`config.mk`:
```
export PLATFORM = sky130hd
export DESIGN_NAME = agu_alu_stage
export DESIGN_NICKNAME = d
export VERILOG_FILES = /design/src/rtl/agu_alu_stage.sv
export SDC_FILE = /design/constraint.sdc
export NUM_CORES = 1
export LEC_CHECK = 0
export ABC_AREA = 1
export CORE_ASPECT_RATIO = 0.8
export CORE_MARGIN = 2
export CORE_UTILIZATION = 58
export CTS_BUF_LIST = sky130_fd_sc_hd__clkbuf_8 sky130_fd_sc_hd__clkbuf_16
export CTS_CLUSTER_SIZE = 12
export DETAILED_ROUTE_END_ITERATION = 12
export PLACE_DENSITY = 0.83
export SYNTH_ARGS = -nofsm -noshare
export SYNTH_HDL_FRONTEND = slang
export SYNTH_SLANG_ARGS = --single-unit
```
`constraint.sdc`:
```
create_clock -name clk -period 5.9 [get_ports clk]
set_input_delay 0.885 -clock clk [delete_from_list [all_inputs] [get_ports clk]]
set_output_delay 0.885 -clock clk [all_outputs]
set_load 0.02 [all_outputs]
```
`src/rtl/agu_alu_stage.sv`:
```
// ----------------------------------------------------------------------------
// agu_alu_stage
//
// Address-generation plus integer-ALU pipeline stage for the x86-subset core.
// A single load-enabled input register bank captures operands and controls.
// The linear address, the ALU result and its CF/AF/OF flags are then computed
// combinationally from those registered values. Results appear one cycle after
// a load and feed the memory-read stage registers.
//
// Ports
//   clk      in   1   rising-edge clock
//   r        in   1   synchronous active-low reset
//   e        in   1   load enable for the input register bank
//   v_in     in   1   valid
//   re_in    in   1   memory read enable
//   we_in    in   1   memory write enable
//   rmsel    in   1   r/m base select: 1 = dval, 0 = sval
//   dval     in  32   base operand / ALU operand A
//   sval     in  32   source operand / ALU operand B / next EIP for relative jumps
//   disp     in  32   displacement / absolute jump offset
//   sreg     in  16   segment selector value
//   modrm    in   8   ModR/M byte (only mod = [7:6] is used)
//   jmp      in   3   jump control ([2] direct, [1] relative, [0] unused)
//   alusel   in   2   ALU op: 00 ADD, 01 OR, 10 AND, 11 SUB
//   v/re/we  out  1   registered copies of v_in/re_in/we_in
//   addr     out 32   linear address = (sreg << 4) + offset, wrapping
//   alu_out  out 32   ALU result
//   cf/af/of out  1   carry/borrow, auxiliary carry (bit 3 -> 4), signed overflow
// ----------------------------------------------------------------------------
module agu_alu_stage (
    input  logic        clk,
    input  logic        r,
    input  logic        e,
    input  logic        v_in,
    input  logic        re_in,
    input  logic        we_in,
    input  logic        rmsel,
    input  logic [31:0] dval,
    input  logic [31:0] sval,
    input  logic [31:0] disp,
    input  logic [15:0] sreg,
    input  logic [7:0]  modrm,
    input  logic [2:0]  jmp,
    input  logic [1:0]  alusel,
    output logic        v,
    output logic        re,
    output logic        we,
    output logic [31:0] addr,
    output logic [31:0] alu_out,
    output logic        cf,
    output logic        af,
    output logic        of
);

    typedef enum logic [1:0] {
        ALU_ADD = 2'b00,
        ALU_OR  = 2'b01,
        ALU_AND = 2'b10,
        ALU_SUB = 2'b11
    } alu_op_t;

    // Input register bank. Only the fields that influence the outputs are kept:
    // mod = modrm[7:6] and jmp[2:1].
    logic        r_v;
    logic        r_re;
    logic        r_we;
    logic        r_rmsel;
    logic [31:0] r_dval;
    logic [31:0] r_sval;
    logic [31:0] r_disp;
    logic [15:0] r_sreg;
    logic [1:0]  r_mod;
    logic        r_jmp_direct;
    logic        r_jmp_rel;
    alu_op_t     r_alusel;

    // NOTE: every flop in the bank is cleared on reset so the stage presents
    // v=re=we=0 and a defined address/result immediately; reset wins over e.
    always_ff @(posedge clk) begin
        if (!r) begin
            // NOTE: non-blocking assignments for all sequential state so every
            // register samples the pre-edge values, independent of statement order.
            r_v          <= 1'b0;
            r_re         <= 1'b0;
            r_we         <= 1'b0;
            r_rmsel      <= 1'b0;
            r_dval       <= '0;
            r_sval       <= '0;
            r_disp       <= '0;
            r_sreg       <= '0;
            r_mod        <= '0;
            r_jmp_direct <= 1'b0;
            r_jmp_rel    <= 1'b0;
            r_alusel     <= ALU_ADD;
        end else if (e) begin
            r_v          <= v_in;
            r_re         <= re_in;
            r_we         <= we_in;
            r_rmsel      <= rmsel;
            r_dval       <= dval;
            r_sval       <= sval;
            r_disp       <= disp;
            r_sreg       <= sreg;
            r_mod        <= modrm[7:6];
            r_jmp_direct <= jmp[2];
            r_jmp_rel    <= jmp[1];
            r_alusel     <= alu_op_t'(alusel);
        end
    end

    // reg/rm fields of ModR/M and jmp[0] carry no meaning for this stage.
    logic w_unused_bits;
    assign w_unused_bits = ^{modrm[5:0], jmp[0]};

    assign v  = r_v;
    assign re = r_re;
    assign we = r_we;

    // ------------------------------------------------------------------
    // Address generation
    // ------------------------------------------------------------------
    logic [31:0] w_base;
    logic [31:0] w_disp8;
    logic [31:0] w_ea;
    logic [31:0] w_offset;
    logic [31:0] w_seg_base;

    assign w_base     = r_rmsel ? r_dval : r_sval;
    assign w_disp8    = {{24{r_disp[7]}}, r_disp[7:0]};
    assign w_seg_base = {12'b0, r_sreg, 4'b0};

    always_comb begin
        // NOTE: defaults first so no path through the block leaves a variable
        // unassigned, which would otherwise infer a latch.
        w_ea     = '0;
        w_offset = '0;

        case (r_mod)
            2'b00:   w_ea = w_base;
            2'b01:   w_ea = w_base + w_disp8;
            2'b10:   w_ea = w_base + r_disp;
            default: w_ea = '0;   // register operand: no memory address
        endcase

        // Direct jump beats relative jump beats the ModR/M effective address.
        if (r_jmp_direct) begin
            w_offset = r_disp;
        end else if (r_jmp_rel) begin
            w_offset = r_sval + r_disp;
        end else begin
            w_offset = w_ea;
        end
    end

    // Real-mode style segmentation; overflow past 4 GiB simply wraps.
    assign addr = w_seg_base + w_offset;

    // ------------------------------------------------------------------
    // ALU
    // ------------------------------------------------------------------
    logic [32:0] w_add;
    logic [32:0] w_sub;

    assign w_add = {1'b0, r_dval} + {1'b0, r_sval};
    assign w_sub = {1'b0, r_dval} - {1'b0, r_sval};

    always_comb begin
        alu_out = '0;
        cf      = 1'b0;
        af      = 1'b0;
        of      = 1'b0;

        case (r_alusel)
            ALU_ADD: begin
                alu_out = w_add[31:0];
                cf      = w_add[32];
                // Carry into bit 4 is recovered from the bit-4 sum: R4 = A4 ^ B4 ^ c4.
                af      = r_dval[4] ^ r_sval[4] ^ w_add[4];
                of      = (r_dval[31] == r_sval[31]) && (w_add[31] != r_dval[31]);
            end
            ALU_OR: begin
                alu_out = r_dval | r_sval;
            end
            ALU_AND: begin
                alu_out = r_dval & r_sval;
            end
            ALU_SUB: begin
                alu_out = w_sub[31:0];
                // The 33rd bit of a zero-extended subtraction is the unsigned borrow.
                cf      = w_sub[32];
                // Same identity as ADD: borrow into bit 4 is A4 ^ B4 ^ R4.
                af      = r_dval[4] ^ r_sval[4] ^ w_sub[4];
                of      = (r_dval[31] != r_sval[31]) && (w_sub[31] != r_dval[31]);
            end
            default: begin
                alu_out = '0;
            end
        endcase
    end

endmodule

```
Yosys cells after proc, flatten, opt, wreduce, memory -nomap -nowiden
Cells that the tools add are included. Widths: inputs -> output; s select.

Output and inout port bits: 70. Input port bits: 132. Word-level logic and storage cells: 44. Bits in registers: 122.

Reduce and logical (&&, ||, !) cells: 4. Bitwise gates (word level): 5. Muxes and demuxes: 8. Add/sub/neg operators: 6. Equal/unequal tests: 9.

Operators with widths (count): $pmux 32 s4 (1); $add 32x32->32 (3); $mux 32 (3); $pmux 32 s3 (1); $add 32x32->33 (1); $sub 32x32->33 (1); $add 20x32->32 (1); $and 32x32->32 (1); $or 32x32->32 (1); $eq 2x2->1 const B (3); $pmux 1 s2 (3); $eq 2x1->1 const B (2); $logic_not 2->1 (2); $ne 1x1->1 (3); $xor 1x1->1 (3); $logic_and 1x1->1 (2); $eq 1x1->1 (1).

Logic depth before layout (Yosys ltp)
Word-level depth: 6. Mapped depth: 32. Mapped depth without buffers: 30.

Least setup slack after synthesis
OpenSTA, ideal clock, no wires.

Path kind: reg2out. From: reg r_rmsel. To: out addr[26]. Data arrival time: 4555 ps. Path slack: 460 ps. Stages on the path, launching flop included: 30. Data required time: 5015 ps. Buffers on the path: 3. Path through: dfxtp_1 clkbuf_1 buf_2 buf_2 nand2_1 o21ai_0 ha_1 inv_1 fa_1 inv_1 nand3_1 nand3_1 xnor2_1 o21ai_0 a21oi_1 o21ai_0 ha_1 inv_1 fa_1 nor2_1 a211oi_2 o21ai_1 a21oi_1 inv_1 a21oi_1 o21ai_1 nand3_4 inv_1 nand2_1 xnor2_1.

Cells in the longest elaborated chain, start to end: 6. Elaborated cells on any way between the ends: 7. Those cells by class: add/sub: 3; mux: 4.

RTL lines: start: declaration (RTL line 67) `logic r_rmsel;`; start signal: assignment (RTL line 99) `r_rmsel <= rmsel;`; $mux 32 (*) (RTL line 128) `assign w_base = r_rmsel ? r_dval : r_sval;`; $add 32x32->32 (on tied branches) (RTL line 141, 140); $pmux 32 s3 (*) (RTL line 138) `case (r_mod)`; $mux 32 (*) (RTL line 148) `end else if (r_jmp_rel) begin`; $mux 32 (*) (RTL line 146) `if (r_jmp_direct) begin`; $add 20x32->32 (*) (RTL line 156) `assign addr = w_seg_base + w_offset;`; end: declaration (RTL line 48) `output logic [31:0] addr,`.

Every way passes the cells marked *; elsewhere a longest branch is shown, timed or not.

Final worst setup path
From: reg r_rmsel. To: out addr[23].

Same word-level chain as after synthesis.

==> impl_metrics.toml <==
[clocking]
cts_root_buf = "clkbuf_16"
numCtsBuffers = 17
cts_buffer_depth = 2
clock_sinks = 122
clk_pin_slew_ps = 70
cts_max_level = 4
clk_latency_ps = 440
cts_hold_buf = 0
tritoncts = "built"

[synth]
syn_nets = 3028
synth_edf_count = 0
seq_area_frac_synth = 0.153
syn_area_per_cell_um2 = 5.89
syn_area_mm2 = 0.0160
synthArstFlopShare = 0
synth_top_area_share = 0.153
yosys-top-cells-count = "580 x nand2_1, 379 x inv_1, 361 x a21oi_1"
synth.most_common_cell = "nand2_1"
synth_top_cell_by_area = "dfxtp_1"
yosysUniqueCellTypes = 61
synthFlopType = "dfxtp_1"
ys_ff_latch = 122
synth_area_leaders = "dfxtp_1 15%, ha_1 14%, nand2_1 14%"
yosysWarnings = 0
synth_cells = 2707

[worst_setup_path]
cp_max_fo = 6
worst_path_most_repeated_cell = "nand2_1"
critical-path-top-delay-family = "simple AND/OR/NAND/NOR gates"
crit_path_end_kind = "output pin"
critPathMaxStageDelay_ps = 430
cp-start-kind = "register"
worst-path-buf-inv = 4
cp.arrival_ps = 5530
critPathRequiredTime_ps = 5020
cp_slowest_cell = "dfxtp_4"
critical_path_class = "register to output pin"

[route]
drc = 0
vias_per_cell = 6.17
wl_per_cell_um = 20.6
drt_iter0_drc = 2667
vias = 20197
antenna_left = 0
drt_wl_total_um = 67500
drt-pass1-iter-count = 7

[power_and_ir_drop]
p_leak_nw = 9.29
p_int_mw = 2.40
swShare = 0.458
pwr-share-comb = 0.530
p_sw_mw = 2.03
p_total_mw = 4.43
powerDensity_mw_per_mm2 = 226
p_seq_frac = 0.217
peakVddDrop_mv = 0.216
p_clk_frac = 0.253

[sta]
setup_viol = 21
period_share = 1.09
setup_ws_ps = -518
hold_viol = 0
layout_min_cycle_time_ps = 6420
relSlewSlack = 0.242
tightest_slew_ps = 1140
skew_ps = 0
report.final.slew_viol_count = 0
finalSetupTns_ps = -7130
clock.fmax_mhz = 156

[global_route]
grt_usage = 0.419
grt_pass1_wl_um = 95200
antenna_found_initial = 1
grt_max_degree = 152
grt_pass1_vias = 17919
gr-total-overflow = 0

[place]
place_hpwl_um = 49200
placedCellCount = 3206
dp_slack_ps = -194
portBuffers = 194
gp_congestion = 1.04

[floorplan]
dieWidth_um = 189
start_util = 0.587
die-area_mm2 = 0.0289
die_h_um = 152
coreArea_mm2 = 0.0272
io_pins = 202
rows = 54

[cells_and_area]
post_route_cells_drive_above_1_share = 0.103
fin_cells = 3272
area_delta_synth_final_pct = 23.2
n_antenna_cell = 0
nets = 3216

[outcome]
outcome = "finished, violations left"
violations = "negative setup slack"

[worst_hold_path]
hp-class = "register to register"

[job]
drv_cap = 0
-- worst paths after layout --
path         depth (start not counted)                         to  slack (ps)                       from
max                                 28                   addr[23]        -520       r_rmsel$_SDFFE_PN0P_
min                                  2    r_disp[24]$_SDFFE_PN0P_         510    r_disp[24]$_SDFFE_PN0P_
max reg2reg                          3  r_jmp_direct$_SDFFE_PN0P_        4470  r_jmp_direct$_SDFFE_PN0P_
min reg2reg                          2    r_disp[24]$_SDFFE_PN0P_         510    r_disp[24]$_SDFFE_PN0P_
-- kinds of logic (layout without fill, tap and decap cells) --
family	after synthesis	count (layout)	share of synthesized area
AOI/OAI and AO/OA	778	778	0.265
xor gates and xnor gates	52	52	0.0286
adders and majority gates	189	189	0.151
buffers and inverters	492	693	0.118
DFF	122	122	0.153
and+or+nand+nor	1074	1074	0.286
-- stage by stage --
step            util  hold slack, ps  instance area [um^2]
4_1_cts        0.701             503                 19000
3_3_place_gp   0.673             481                 18300
2_1_floorplan      -             465                 16000
5_1_grt        0.724             539                 19700
3_5_place_dp   0.673             494                 18300
6_report       0.724             511                 19700
-- power by group through the flow --
stage          registers, mW  clock network, mW  logic [mW]
3_3_place_gp           0.962                  0        2.04
6_report               0.961               1.12        2.35
5_1_grt                0.963               1.15        2.51
2_1_floorplan          0.940                  0        1.35
4_1_cts                0.948               1.11        2.11
3_5_place_dp           0.966                  0        2.07
-- worst register-to-register path: stages (launching register included) --
cell and delay [ps]:
dfxtp_1 310, inv_1 360, buf_4 480, a21oi_1 120
-- per-layer routing --
metal | vias to the layer above | routed length [um] | track usage
met2 | 1492 | 28700 | 0.659
met4 | 2 | 4060 | 0.176
met5 | - | 13 | 0.0334
met1 | 9080 | 26500 | 0.551
met3 | 336 | 8320 | 0.0942
li1 | 9287 | - | -
-- final cells by class --
type                            instances  area (um^2)
Tap cell                              364          455
Fill cell                            2251         7500
Clock inverter                         14          164
Clock buffer                           18          439
Timing Repair Buffer                  270         2540
Multi-Input combinational cell       2093        12100
Inverter                              391         1470
Sequential cell                       122         2450
-- flip-flops by register name (all words and copies together), names as in the netlist --
signal	count
v	1
we	1
r_alusel	2
r_rmsel	1
r_dval	32
re	1
r_sval	32
r_jmp_direct	1
r_sreg	16
r_disp	32
r_jmp_rel	1
r_mod	2
-- cell usage in the layout, fill, tap and decap left out, drive strengths merged, types with 6 or more instances in the layout --
cell type / netlist / routed
nor2: 269 / 269
o22ai: 10 / 10
nand3: 129 / 129
a21o: 6 / 6
inv: 390 / 396
a31oi: 16 / 16
o21bai: 13 / 13
clkdlybuf4s50: 0 / 177
xnor2: 23 / 23
a21oi: 370 / 370
or2: 12 / 12
ha: 184 / 184
clkinv: 1 / 6
nor3: 19 / 19
nand2: 610 / 610
and2: 6 / 6
o21a: 7 / 7
o211ai: 7 / 7
xor2: 29 / 29
clkbuf: 75 / 25
dfxtp: 122 / 122
a22oi: 12 / 12
o21ai: 308 / 308
buf: 26 / 80
nand4: 22 / 22
-- repair_timing --
| action | CTS | global route |
|---|---|---|
| buffers inserted | 8 | 24 |
| resized for setup | 50 | 129 |
| pin swaps | 6 | 39 |
| endpoints found under the setup margin | 19 | 20 |
| gates cloned | 1 | 1 |
Note: power is estimated with default switching activity, not from simulation.
